### config.mk
export PLATFORM = sky130hd
export DESIGN_NAME = uart_rx_pkt_parser
export DESIGN_NICKNAME = d
export VERILOG_FILES = /design/src/rtl/uart_pkt_pkg.sv /design/src/rtl/uart_pkt_buf.sv /design/src/rtl/uart_rx_pkt_parser.sv
export SDC_FILE = /design/constraint.sdc
export NUM_CORES = 1
export LEC_CHECK = 0
export ABC_AREA = 0
export CAP_MARGIN = 20
export CORE_MARGIN = 2
export CORE_UTILIZATION = 64
export CTS_CLUSTER_DIAMETER = 50
export DETAILED_ROUTE_END_ITERATION = 8
export GPL_ROUTABILITY_DRIVEN = 0
export PLACE_DENSITY = 0.87
export SLEW_MARGIN = 20
export SYNTH_ARGS = -nofsm -noshare
export SYNTH_HDL_FRONTEND = slang
export SYNTH_SLANG_ARGS = --single-unit
export TNS_END_PERCENT = 50
### constraint.sdc
create_clock -name clk -period 3.9 [get_ports clk]
set_input_delay 0.78 -clock clk [delete_from_list [all_inputs] [get_ports clk]]
set_output_delay 0.78 -clock clk [all_outputs]
set_load 0.02 [all_outputs]
### src/rtl/uart_pkt_pkg.sv
// Shared types and constants for the UART packet parser.
package uart_pkt_pkg;

   typedef enum logic [2:0] {
      IDLE    = 3'd0,
      LEN     = 3'd1,
      PAYLOAD = 3'd2,
      CSUM    = 3'd3,
      DRAIN   = 3'd4
   } state_e;

   localparam logic [2:0] ERR_NONE    = 3'd0;
   localparam logic [2:0] ERR_LEN     = 3'd1;
   localparam logic [2:0] ERR_CSUM    = 3'd2;
   localparam logic [2:0] ERR_FRAME   = 3'd3;
   localparam logic [2:0] ERR_TIMEOUT = 3'd4;
   localparam logic [2:0] ERR_OVERRUN = 3'd5;

   localparam logic [7:0] SOF_DEFAULT = 8'hA5;

endpackage

### src/rtl/uart_pkt_buf.sv
// Payload store: MAX_LEN x 8 register file, one synchronous write port and one
// combinational read port. Contents survive reset.
module uart_pkt_buf #(
   parameter int unsigned MAX_LEN = 16,
   parameter int unsigned AW      = 4
) (
   input  logic          clk_i,
   input  logic          we_i,
   input  logic [AW-1:0] waddr_i,
   input  logic [7:0]    wdata_i,
   input  logic [AW-1:0] raddr_i,
   output logic [7:0]    rdata_o
);

   logic [7:0] mem_q [MAX_LEN];

   always_ff @(posedge clk_i) begin
      if (we_i) begin
         mem_q[waddr_i] <= wdata_i;
      end
   end

   assign rdata_o = mem_q[raddr_i];

endmodule

### src/rtl/uart_rx_pkt_parser.sv
// Frame parser behind uart_rx: SOF, LEN, LEN payload bytes, XOR checksum.
// Payload is buffered and released on a valid/ready stream only once the checksum matches.
module uart_rx_pkt_parser
   import uart_pkt_pkg::*;
#(
   parameter int unsigned MAX_LEN      = 16,
   parameter logic [7:0]  SOF          = SOF_DEFAULT,
   parameter int unsigned TIMEOUT_CLKS = 43400
) (
   input  logic       clk,
   input  logic       rst,
   input  logic [7:0] rx_data,
   input  logic       rx_valid,
   input  logic       framing_error,
   output logic [7:0] m_data,
   output logic       m_valid,
   output logic       m_last,
   input  logic       m_ready,
   output logic       pkt_ok,
   output logic       pkt_err,
   output logic [2:0] err_code,
   output logic       busy
);

   localparam int unsigned PTR_W = $clog2(MAX_LEN + 1);
   localparam int unsigned AW    = (MAX_LEN > 1) ? $clog2(MAX_LEN) : 1;
   localparam int unsigned TMO_W = $clog2(TIMEOUT_CLKS + 1);
   localparam logic [TMO_W-1:0] TMO_LAST = TMO_W'(TIMEOUT_CLKS - 1);
   localparam logic [TMO_W-1:0] TMO_MAX  = TMO_W'(TIMEOUT_CLKS);

   state_e           state_q, state_d;
   logic [PTR_W-1:0] len_q, len_d;
   logic [PTR_W-1:0] wr_ptr_q, wr_ptr_d;
   logic [PTR_W-1:0] rd_ptr_q, rd_ptr_d;
   logic [7:0]       csum_q, csum_d;
   logic [TMO_W-1:0] tmo_q, tmo_d;
   logic             pkt_ok_q, pkt_ok_d;
   logic             pkt_err_q, pkt_err_d;
   logic [2:0]       err_code_q, err_code_d;
   logic             byte_acc;
   logic             buf_we;
   logic             at_last;
   logic [7:0]       buf_rdata;

   // A framing error in the same cycle as rx_valid poisons the byte.
   assign byte_acc = rx_valid && !framing_error;
   assign at_last  = (rd_ptr_q == len_q - 1'b1);

   uart_pkt_buf #(
      .MAX_LEN(MAX_LEN),
      .AW     (AW)
   ) u_buf (
      .clk_i  (clk),
      .we_i   (buf_we),
      .waddr_i(wr_ptr_q[AW-1:0]),
      .wdata_i(rx_data),
      .raddr_i(rd_ptr_q[AW-1:0]),
      .rdata_o(buf_rdata)
   );

   always_comb begin
      state_d    = state_q;
      len_d      = len_q;
      wr_ptr_d   = wr_ptr_q;
      rd_ptr_d   = rd_ptr_q;
      csum_d     = csum_q;
      tmo_d      = tmo_q;
      pkt_ok_d   = 1'b0;
      pkt_err_d  = 1'b0;
      err_code_d = err_code_q;
      buf_we     = 1'b0;

      case (state_q)
         IDLE: begin
            if (byte_acc && rx_data == SOF) begin
               state_d = LEN;
               csum_d  = 8'h00;
               tmo_d   = '0;
            end
         end

         LEN, PAYLOAD, CSUM: begin
            if (framing_error) begin
               state_d    = IDLE;
               pkt_err_d  = 1'b1;
               err_code_d = ERR_FRAME;
            end else if (byte_acc) begin
               tmo_d = '0;
               case (state_q)
                  LEN: begin
                     if (rx_data == 8'h00 || rx_data > 8'(MAX_LEN)) begin
                        state_d    = IDLE;
                        pkt_err_d  = 1'b1;
                        err_code_d = ERR_LEN;
                     end else begin
                        state_d  = PAYLOAD;
                        len_d    = rx_data[PTR_W-1:0];
                        csum_d   = rx_data;
                        wr_ptr_d = '0;
                     end
                  end
                  PAYLOAD: begin
                     buf_we   = 1'b1;
                     csum_d   = csum_q ^ rx_data;
                     wr_ptr_d = wr_ptr_q + 1'b1;
                     if (wr_ptr_q == len_q - 1'b1) begin
                        state_d = CSUM;
                     end
                  end
                  default: begin
                     if (rx_data == csum_q) begin
                        state_d  = DRAIN;
                        pkt_ok_d = 1'b1;
                        rd_ptr_d = '0;
                     end else begin
                        state_d    = IDLE;
                        pkt_err_d  = 1'b1;
                        err_code_d = ERR_CSUM;
                     end
                  end
               endcase
            end else begin
               if (tmo_q == TMO_LAST) begin
                  state_d    = IDLE;
                  pkt_err_d  = 1'b1;
                  err_code_d = ERR_TIMEOUT;
               end
               tmo_d = (tmo_q == TMO_MAX) ? tmo_q : tmo_q + 1'b1;
            end
         end

         DRAIN: begin
            // Incoming bytes cannot be parsed while draining; drop and flag them.
            if (byte_acc) begin
               pkt_err_d  = 1'b1;
               err_code_d = ERR_OVERRUN;
            end
            if (m_ready) begin
               rd_ptr_d = rd_ptr_q + 1'b1;
               if (at_last) begin
                  state_d = IDLE;
               end
            end
         end

         default: state_d = IDLE;
      endcase
   end

   always_ff @(posedge clk or posedge rst) begin
      if (rst) begin
         state_q    <= IDLE;
         len_q      <= '0;
         wr_ptr_q   <= '0;
         rd_ptr_q   <= '0;
         csum_q     <= 8'h00;
         tmo_q      <= '0;
         pkt_ok_q   <= 1'b0;
         pkt_err_q  <= 1'b0;
         err_code_q <= ERR_NONE;
      end else begin
         state_q    <= state_d;
         len_q      <= len_d;
         wr_ptr_q   <= wr_ptr_d;
         rd_ptr_q   <= rd_ptr_d;
         csum_q     <= csum_d;
         tmo_q      <= tmo_d;
         pkt_ok_q   <= pkt_ok_d;
         pkt_err_q  <= pkt_err_d;
         err_code_q <= err_code_d;
      end
   end

   assign m_valid  = (state_q == DRAIN);
   assign m_last   = m_valid && at_last;
   assign m_data   = m_valid ? buf_rdata : 8'h00;
   assign busy     = (state_q != IDLE);
   assign pkt_ok   = pkt_ok_q;
   assign pkt_err  = pkt_err_q;
   assign err_code = err_code_q;

endmodule
==> summary.md <==
| Metric | Value |
|---|---|
| Die footprint | 13350 um2 |
| Post-synth ARST share | 26.86% |
| Nets | roughly 600 |
| Clk buf depth | 2 |
| Pre-antenna DRT Iters | 5 |
| Mapped Area | between 7000 and 8000 um2 |
| Post-CTS Setup Inserts | 0 |
| Final setup TNS | 0 ns |
| # fillers | 604 |
| DR vias | 5352 |
| Worst VDD drop | 0.0002943 V |
| Drc violations | 0 |
| Clock sink total | 175 |
| Worst-path clk slew | about 0.060 ns |
| Clock Latency Late Sink | between 0.4 and 0.5 ns |
| Final ANT Viol Nets | 0 |
| CP startpoint | rd_ptr_q[0] |
| CTS buffer count | 17 |
| Mapped Cells | between 500 and 600 |
| Hold crit path type | flop to flop |
| Flops & latches, synth | 175 |
| Worst setup endpoint | m_data[4] |
| Critical path fanouts, max | 36 |
| Io pins | 29 |
| Min Tclk post-route | 3.745 ns |
| Antenna cell count | 0 |
| RSZ-0062 raised after global routing | no |
| Number of global-route vias before repair | 5419 |
| Clock Skews | 0.007521 ns |
| Commonest non-fill, non-tap cell in the layout | edfxtp_1 |
| Core ar. | 12060 um2 |
| Worst path arrival time | 2.96 ns |
| Unique masters post-synth | between 60 and 70 |
| Setup crit end kind | output pin |
| WL final | 20.56 mm |
| Pwr Density | 584.6 nW/um2 |
| Final setup fails | 0 |
| Ys flop type | edfxtp_1 |
| Pins Over Slew Limit | 0 |
| Post-synth net total | around 550 |
| Hold_buf cts | 0 |
| Die width | 115.6 um |
| Starting Density | 66.04% |
| Detailed placement HPWL | approximately 12 mm |
| Routed length per instance | 27.15 um |
| Reg2reg end | state_q[1] |
| Initial DRC count | 722 |
| Area growth syn-to-layout | 16.26% |
| Avg Vias per Cell | 7.070 |
| Final period utilization | between 90% and 100% |
| CP Launch Type | flop |
| Port bufs | 28 |
| Mean Syn Cell Area | 15.11 um2 |
| Clk root buf | clkbuf_16 |
| Final hold violations | 0 |
| Slew HR | 33.69% |
| Worst Setup Path Type | flop to output pin |
| Cts repair resizes | 0 |
| Syn. warnings | 0 |
| Placed cell count | approximately 730 |
| Die Ht | approximately 120 um |
| Fraction of layout cells with a size suffix above 1 | 20.71% |
| Number of flops mapped to enable cells by yosys | ~130 |
| Htree depth | 4 |
| Worst r2r src | rd_ptr_q[2] |
| Final cell count without fillers | 757 |
| First-pass GRT wire length | 31.54 mm |
| Largest net degree at the start of global routing | 48 |
| Status | finished, final reports clean |
| Most frequent cells in the layout | edfxtp_1 (128), dfrtp_1 (46), mux4_2 (40) |
| Worst r2r path cells | 5 |
| Register area share after synthesis | 63.02% |
| Post-DP Area | 8564 um2 |
| Upper clock frequency limit | between 200 and 300 MHz |
| CTS tree | yes |
| Cell Rows | 40 |
| GR Overflow Total | 0 |
| Internal reg-to-reg setup slack | 0.92 ns |
| Worst Path Required | 3.12 ns |
| Initial antenna violation count | 0 |
| Worst Tran Pin Value | slightly below 1 ns |
| Design Area, Final | 9260 um2 |
| Tot GR Track Use | 32.78% |
| Leak | between 3 and 4 nW |
| Max cap viols | 0 |
==> per-stage QoR <==
stage                     hold WS [ns]  util [%]  total power [mW]  setup WS, ns
after floorplan                 0.4871         -             3.074        0.8385
after global placement          0.4711     71.01             3.369        0.5665
after detailed placement        0.4789     71.01             3.444        0.4845
after CTS                       0.5150     76.76             5.406        0.1473
after global routing            0.5322     76.77             5.573       0.09858
final                           0.5134     76.77             5.413        0.1555
==> power by group <==
group / internal [mW] / switching (mW)
Clock: 1.27 / 0.690
Sequential: 2.09 / 0.133
Combinational: 0.577 / 0.653
==> registers in the layout, indices dropped and copies added, names as in the netlist <==
signal / count
len_q: 5
state_q: 3
err_code: 3
u_buf.mem_q: 128
wr_ptr_q: 5
pkt_err: 1
rd_ptr_q: 5
pkt_ok: 1
tmo_q: 16
csum_q: 8
==> per-layer routing <==
layer | share of wire (%) | wire length [um] | global-route usage, %
met5 | 0 | 0 | 0
met4 | 5.8 | 1182 | 16.55
met3 | 8.9 | 1825 | 7.950
met2 | 51 | 10520 | 55.20
met1 | 34 | 7031 | 39.87
==> cell type report <==
class / count / area (um2) / share of cell area [%]
clock buffers: 23 / 521.8 / 5.634
clock inverters: 9 / 172.7 / 1.865
inverters: 16 / 61.31 / 0.6621
multi-input cells: 308 / 2755 / 29.75
flip-flops and latches: 175 / 5021 / 54.22
well taps: 168 / 210.2 / 2.270
repair buffers: 58 / 518.0 / 5.594
==> how the worst min path moves through the flow <==
stage,cells past startpoint,startpoint,endpoint
4_1_cts,1,err_code[0],err_code[0]
3_3_place_gp,1,err_code[1],err_code[1]
5_1_grt,1,err_code[2],err_code[2]
2_1_floorplan,1,tmo_q[14],tmo_q[14]
6_report,1,err_code[0],err_code[0]
3_5_place_dp,1,err_code[1],err_code[1]
==> logic make-up after synthesis <==
family / after synthesis / share of synthesized area, %
mux: 52 / 12.93
simple gates: 147 / 10.62
buf+inv: 44 / 2.388
fa+ha+maj: 8 / 1.257
xor+xnor: 27 / 2.969
compound gates: 74 / 6.818
flops: 175 / 63.02
==> cell usage after synthesis (all sizes together) (3+ instances only) <==
library cell	number	share of area, %
o211ai	11	1.0
dfrtp	47	15
nand2	28	1.3
o21ai	10	0.63
clkbuf	19	0.91
a21o	5	0.47
a21oi	11	0.83
o31ai	9	0.85
nor4b	3	0.41
mux2	7	0.99
mux4	40	11
ha	8	1.3
nor3	5	0.31
buf	9	0.72
mux2i	5	0.63
nor2	34	1.6
edfxtp	128	48
or4	9	0.94
xor2	13	1.4
xnor2	14	1.5
a22o	5	0.55
and3	4	0.31
nand2b	8	0.66
o21bai	4	0.38
or3	12	0.94
nand3	7	0.44
nand4	8	0.63
and2	8	0.63
inv	16	0.75
nor4	7	0.82
o22ai	6	0.47
==> critical path, stage by stage, from the launching register on <==
cell and delay, ns:
dfrtp_2 0.38, buf_12 0.27, mux4_2 0.60, mux4_2 0.51, and2_1 0.18, clkdlybuf4s50_1 0.55
No activity file was read; power rests on OpenSTA's default activity.
